==> src/rtl/multdiv_arb_pkg.sv <==
// Shared encodings for the mult/div issue arbiter: FSM states and unit operation codes.
package multdiv_arb_pkg;

  localparam logic [1:0] StIdle  = 2'd0;
  localparam logic [1:0] StRun   = 2'd1;
  localparam logic [1:0] StWb    = 2'd2;
  localparam logic [1:0] StDrain = 2'd3;

  localparam logic MdMul = 1'b0;
  localparam logic MdDiv = 1'b1;

endpackage

==> src/rtl/md_watchdog.sv <==
// Cycle counter that flags a mult/div operation stuck for LIMIT enabled cycles.
// Only instantiated when MULTDIV_TIMEOUT_EN is defined.
module md_watchdog
  import multdiv_arb_pkg::*;
#(
  parameter int unsigned LIMIT = 64
) (
  input  logic clock,
  input  logic reset,
  input  logic clear,
  input  logic enable,
  output logic expired
);

  localparam int unsigned CntW = $clog2(LIMIT + 1);

  logic [CntW-1:0] cnt_q;

  // Expires on the LIMIT-th enabled cycle after a clear.
  assign expired = enable && (cnt_q >= CntW'(LIMIT - 1));

  always_ff @(posedge clock) begin
    if (reset || clear) begin
      cnt_q <= '0;
    end else if (enable && !expired) begin
      cnt_q <= cnt_q + 1'b1;
    end
  end

endmodule

==> src/rtl/multdiv_issue_arbiter.sv <==
// Serialises mult/div requests from two DX lanes onto one shared unit; lane 0 (older) wins.
// Define MULTDIV_TIMEOUT_EN to add a RUN/DRAIN watchdog driving md_timeout.
module multdiv_issue_arbiter
  import multdiv_arb_pkg::*;
#(
  parameter int unsigned DATA_W         = 32,
  parameter int unsigned REG_W          = 5,
  parameter int unsigned TIMEOUT_CYCLES = 64
) (
  input  logic              clock,
  input  logic              reset,
  input  logic              req0,
  input  logic              req1,
  input  logic              op0,
  input  logic              op1,
  input  logic [DATA_W-1:0] a0,
  input  logic [DATA_W-1:0] b0,
  input  logic [DATA_W-1:0] a1,
  input  logic [DATA_W-1:0] b1,
  input  logic [REG_W-1:0]  rd0,
  input  logic [REG_W-1:0]  rd1,
  input  logic              flush,
  input  logic              md_ready,
  input  logic [DATA_W-1:0] md_result,
  output logic              md_start,
  output logic              md_op,
  output logic [DATA_W-1:0] md_a,
  output logic [DATA_W-1:0] md_b,
  output logic              stall,
  output logic              wb_valid,
  output logic              wb_lane,
  output logic [REG_W-1:0]  wb_rd,
  output logic [DATA_W-1:0] wb_data,
  output logic              md_timeout
);

  logic [1:0]        state_q, state_d;
  logic              lane_q, lane_d, op_q, op_d, first_q, first_d, timeout_q, timeout_d;
  logic              done0_q, done0_d, done1_q, done1_d;
  logic [DATA_W-1:0] a_q, a_d, b_q, b_d, res_q, res_d;
  logic [REG_W-1:0]  rd_q, rd_d;
  logic              issue0, issue1, md_done, wb_fire, done0_eff, done1_eff, stall_raw;
  logic              wd_expired;

  assign issue0  = req0 & ~done0_q;
  assign issue1  = req1 & ~done1_q;
  // The unit cannot answer in its own start cycle.
  assign md_done = md_ready & ~first_q;

  always_comb begin
    state_d   = state_q;
    lane_d    = lane_q;
    op_d      = op_q;
    a_d       = a_q;
    b_d       = b_q;
    rd_d      = rd_q;
    res_d     = res_q;
    first_d   = 1'b0;
    timeout_d = timeout_q;
    wb_fire   = 1'b0;
    case (state_q)
      StIdle: begin
        if (!flush && issue0) begin
          {lane_d, op_d, a_d, b_d, rd_d} = {1'b0, op0, a0, b0, rd0};
          state_d = StRun;
          first_d = 1'b1;
        end else if (!flush && issue1) begin
          {lane_d, op_d, a_d, b_d, rd_d} = {1'b1, op1, a1, b1, rd1};
          state_d = StRun;
          first_d = 1'b1;
        end
      end
      StRun: begin
        if (flush) begin
          state_d = md_done ? StIdle : StDrain;
        end else if (md_done) begin
          res_d   = md_result;
          state_d = StWb;
        end else if (wd_expired) begin
          res_d     = '0;
          timeout_d = 1'b1;
          state_d   = StWb;
        end
      end
      StWb: begin
        wb_fire = ~flush;
        if (!flush && !lane_q && issue1) begin
          {lane_d, op_d, a_d, b_d, rd_d} = {1'b1, op1, a1, b1, rd1};
          state_d = StRun;
          first_d = 1'b1;
        end else begin
          state_d = StIdle;
        end
      end
      default: begin
        if (md_ready) begin
          state_d = StIdle;
        end else if (wd_expired) begin
          timeout_d = 1'b1;
          state_d   = StIdle;
        end
      end
    endcase
  end

  // The lane writing back this cycle already counts as done for the stall decision.
  assign done0_eff = done0_q | (wb_fire & ~lane_q);
  assign done1_eff = done1_q | (wb_fire & lane_q);
  assign stall_raw = (req0 & ~done0_eff) | (req1 & ~done1_eff);
  assign done0_d   = (flush || !stall_raw) ? 1'b0 : done0_eff;
  assign done1_d   = (flush || !stall_raw) ? 1'b0 : done1_eff;

  always_ff @(posedge clock) begin
    if (reset) begin
      state_q   <= StIdle;
      lane_q    <= 1'b0;
      op_q      <= 1'b0;
      first_q   <= 1'b0;
      timeout_q <= 1'b0;
      done0_q   <= 1'b0;
      done1_q   <= 1'b0;
      a_q       <= '0;
      b_q       <= '0;
      res_q     <= '0;
      rd_q      <= '0;
    end else begin
      state_q   <= state_d;
      lane_q    <= lane_d;
      op_q      <= op_d;
      first_q   <= first_d;
      timeout_q <= timeout_d;
      done0_q   <= done0_d;
      done1_q   <= done1_d;
      a_q       <= a_d;
      b_q       <= b_d;
      res_q     <= res_d;
      rd_q      <= rd_d;
    end
  end

`ifdef MULTDIV_TIMEOUT_EN
  logic wd_clear, wd_enable;

  assign wd_clear  = (state_d == StRun) && (state_q != StRun);
  assign wd_enable = (state_q == StRun) || (state_q == StDrain);

  md_watchdog #(
    .LIMIT(TIMEOUT_CYCLES)
  ) u_watchdog (
    .clock  (clock),
    .reset  (reset),
    .clear  (wd_clear),
    .enable (wd_enable),
    .expired(wd_expired)
  );
`else
  logic unused_timeout_cfg;

  assign unused_timeout_cfg = ^TIMEOUT_CYCLES;
  assign wd_expired         = 1'b0;
`endif

  // Outputs are forced quiet while reset is asserted, since the state only clears on the edge.
  assign md_start   = ~reset & (state_q == StRun) & first_q;
  assign md_op      = op_q;
  assign md_a       = a_q;
  assign md_b       = b_q;
  assign stall      = ~reset & stall_raw;
  assign wb_valid   = ~reset & wb_fire;
  assign wb_lane    = wb_valid & lane_q;
  assign wb_rd      = wb_valid ? rd_q : '0;
  assign wb_data    = wb_valid ? res_q : '0;
  assign md_timeout = ~reset & timeout_q;

endmodule

==> config.mk <==
export PLATFORM = sky130hd
export DESIGN_NAME = multdiv_issue_arbiter
export DESIGN_NICKNAME = d
export VERILOG_FILES = /design/src/rtl/multdiv_arb_pkg.sv /design/src/rtl/md_watchdog.sv /design/src/rtl/multdiv_issue_arbiter.sv
export SDC_FILE = /design/constraint.sdc
export NUM_CORES = 1
export LEC_CHECK = 0
export BUFFER_PORTS_ARGS = -buffer_cell sky130_fd_sc_hd__buf_4
export CORE_AREA = 10 10 113 115
export CTS_CLUSTER_DIAMETER = 200
export DETAILED_ROUTE_END_ITERATION = 10
export DIE_AREA = 0 0 123 125
export HOLD_SLACK_MARGIN = 0.15
export PLACE_DENSITY = 0.83
export SETUP_SLACK_MARGIN = 0.05
export SLEW_MARGIN = 20
export SYNTH_ARGS = -nofsm -noshare
export SYNTH_HDL_FRONTEND = slang
export SYNTH_SLANG_ARGS = --single-unit
export TNS_END_PERCENT = 5
==> constraint.sdc <==
create_clock -name clock -period 5.3 [get_ports clock]
set_input_delay 0.795 -clock clock [delete_from_list [all_inputs] [get_ports clock]]
set_output_delay 0.795 -clock clock [all_outputs]
set_load 0.005 [all_outputs]
==> impl_metrics.yaml <==
placed_design:
  place_hpwl_um: 13600
  place_ws_ns: 1.94
  dp_cells: 995
  place.gp.congestion: 0.838
  port-buffer-count: 283
synthesis:
  synth_top_area_cell: "dfxtp_1"
  synthArstFlopShare_pct: 0
  synth_nets: 807
  ys.flop_type: "dfxtp_1"
  synth_edf_count: 0
  syn-cell-area_um2: 4840
  ys_types: 28
  synth_top_area_share_pct: 44.7
  avgSynthCellArea_um2: 7.69
  ys_seq_elements: 108
  yosys-top-cells-count: "nand2_1 (206), dfxtp_1 (108), nor3_1 (74)"
  yosysWarnings: 0
  synthCells: 629
  synth-seq-area-share_pct: 44.7
  yosysMostFrequentCell: "nand2_1"
  synthTopCellsByArea: "dfxtp_1 (45%), nand2_1 (16%), a311oi_1 (13%)"
final_layout:
  fin_util_pct: 67.7
  final_nets: 1045
  seqCellArea_um2: 2160
  fin_cells: 1012
  drive_gt1_share_pct: 35.9
  fillers: 883
  multi_input_area_um2: 2420
  area_growth_pct: 48.4
  num_antenna_cells: 0
sta:
  setup_tns_ns: 0
  worst_slew_pin_slew_ns: 0.797
  min_period_ns: 2.98
  hold_violations: 0
  finalMaxSlewViolations: 0
  post-route-period-util_pct: 56.2
  fmax_mhz: 336
  worst_slew_margin_rel_pct: 46.9
  rsz0062_at_grt: "false"
  fin_skew_ns: 0.0118
  setup_viol: 0
  setup_slack_ns: 2.32
die:
  core_um2: 10600
  io_pins: 285
  die_h_um: 125
  initial_core_util_pct: 45.6
  die_x_um: 123
  die_area_um2: 15400
  num_rows: 38
setup_path:
  required_ns: 5.50
  slowest_delay_ns: 0.65
  critPathKind: "in -> reg"
  path_depth: 7
  worst_ep_arrival_time_ns: 3.18
  critPathTopFamily: "buffers and inverters"
  cp_slowest_cell: "buf_4"
  reg2reg_depth: 6
  cp_cell_sequence: "buf_4 -> nand2b_1 -> a2111oi_4 -> buf_4 -> or2_2 -> buf_4 -> a311oi_1"
  critPathLaunch: "req1"
  cp-end-kind: "flip-flop"
  startpoint_type: "primary input"
  crit_buf_inv: 3
  rr_startpoint: "done1_q$_SDFF_PP0_"
  crit_path_frequent_cell: "buf_4"
  critPathMaxFanout: 71
cts:
  cts.path.max_buffers: 2
  cts_tree: "yes"
  clk_pin_slew_worst_paths_ns: 0.10
  clock_sinks: 108
  cts_hold_buf: 0
  clock_latency_ns: 0.36
  cts_buffers: 9
  ctsHtreeMaxLevel: 3
  postCtsSetupRepairBufs: 0
  cts_resized: 0
  root_buffer: "clkbuf_8"
worst_hold_path:
  min_path_cells: 2
  hold_path.class: "reg -> reg"
  min-delay-start: "res_q[30]$_SDFFE_PP0P_"
detailed_routing:
  num_vias: 5591
  routed_wl_um: 18600
  first_pass_iters: 5
  first_iter_violations: 427
  wl_per_cell_um: 18.4
  via_per_inst: 5.52
  drtAntennaViolNets: 0
  drc: 0
global_route:
  track_usage_pct: 22.5
  grt_max_degree: 72
  overflow: 0
  antenna_found_initial: 0
  grt_pass1_vias: 5401
  grt_pass1_wl_um: 28400
pwr:
  power.density_nw_per_um2: 263
  ir_drop_mv: 0.159
  p_leak_nw: 3.17
flow_run:
  drv_cap: 0
run_status:
  status: "finished clean"
final cells by class:
cell class,count,area share [%]
Clock inverter,4,0.680
Inverter,3,0.157
Multi-Input combinational cell,453,33.7
Sequential cell,108,30.1
Clock buffer,12,2.02
Timing Repair Buffer,292,30.9
Tap cell,140,2.44
worst register-to-register path, delay by kind of cell, from the launching register on:
family	cells	cell delay, ns
DFF	1	0.32
and+or+nand+nor	2	0.50
AOI/OAI and AO/OA	2	0.63
buffers and inverters	2	1.26
stage by stage:
step / area, um2 / power [mW] / hold slack [ns]
finish: 7180 / 1.89 / 0.455
global route: 7180 / 1.98 / 0.477
CTS: 7170 / 1.90 / 0.456
detailed placement: 6970 / 1.40 / 0.443
global placement: 6940 / 1.38 / 0.438
floorplan: 4840 / 1.15 / 0.432
per-layer routing:
| layer | track usage [%] | vias up | part of all wire (%) |
|---|---|---|---|
| met4 | 8.29 | 0 | 2.5 |
| met1 | 26.1 | 2597 | 38 |
| li1 | - | 2665 | - |
| met5 | 0 | - | 0 |
| met2 | 37.6 | 295 | 49 |
| met3 | 7.20 | 34 | 11 |
registers in the layout, summed over array words and instances (netlist names):
name and flops:
md_op 1, res_q 32, rd_q 5, md_a 32, state_q 2, md_b 32
lane_q 1, done0_q 1, first_q 1, done1_q 1
final timing paths:
kind	end	slack, ns
setup reg to reg	md_b[8]$_SDFFE_PP0P_	2.43
hold / removal	res_q[30]$_SDFFE_PP0P_	0.46
setup / recovery	md_b[8]$_SDFFE_PP0P_	2.32
hold reg to reg	res_q[30]$_SDFFE_PP0P_	0.46
layout by cell type (no fill, tap or decap), drive strengths merged:
cell	count
nor4	3
nor3b	2
a221oi	1
nor2b	1
or2	1
inv	3
bufinv	1
a31oi	1
nor2	5
nor4b	1
nand2	206
dfxtp	108
clkinv	3
o21ai	3
and2	37
a21oi	34
clkbuf	12
nor3	75
buf	292
o22a	1
a311oi	71
nand3b	1
a2111oi	3
nand2b	4
conb	1
or3	2
where the power goes:
group          internal (mW)  switching, mW
clock                  0.232          0.270
sequential             0.884         0.0440
combinational          0.240          0.217
total                   1.36          0.531
kinds of logic (layout without fill, tap and decap cells):
logic type             count (synthesis)  count (layout)  synth area share [%]
buffers and inverters                 68             311                  5.92
other                                  1               1                0.0775
flip-flops                           108             108                  44.7
AO/OA/AOI/OAI                        114             114                  18.1
AND/OR/NAND/NOR                      338             338                  31.2
No activity file was read; power rests on OpenSTA's default activity.
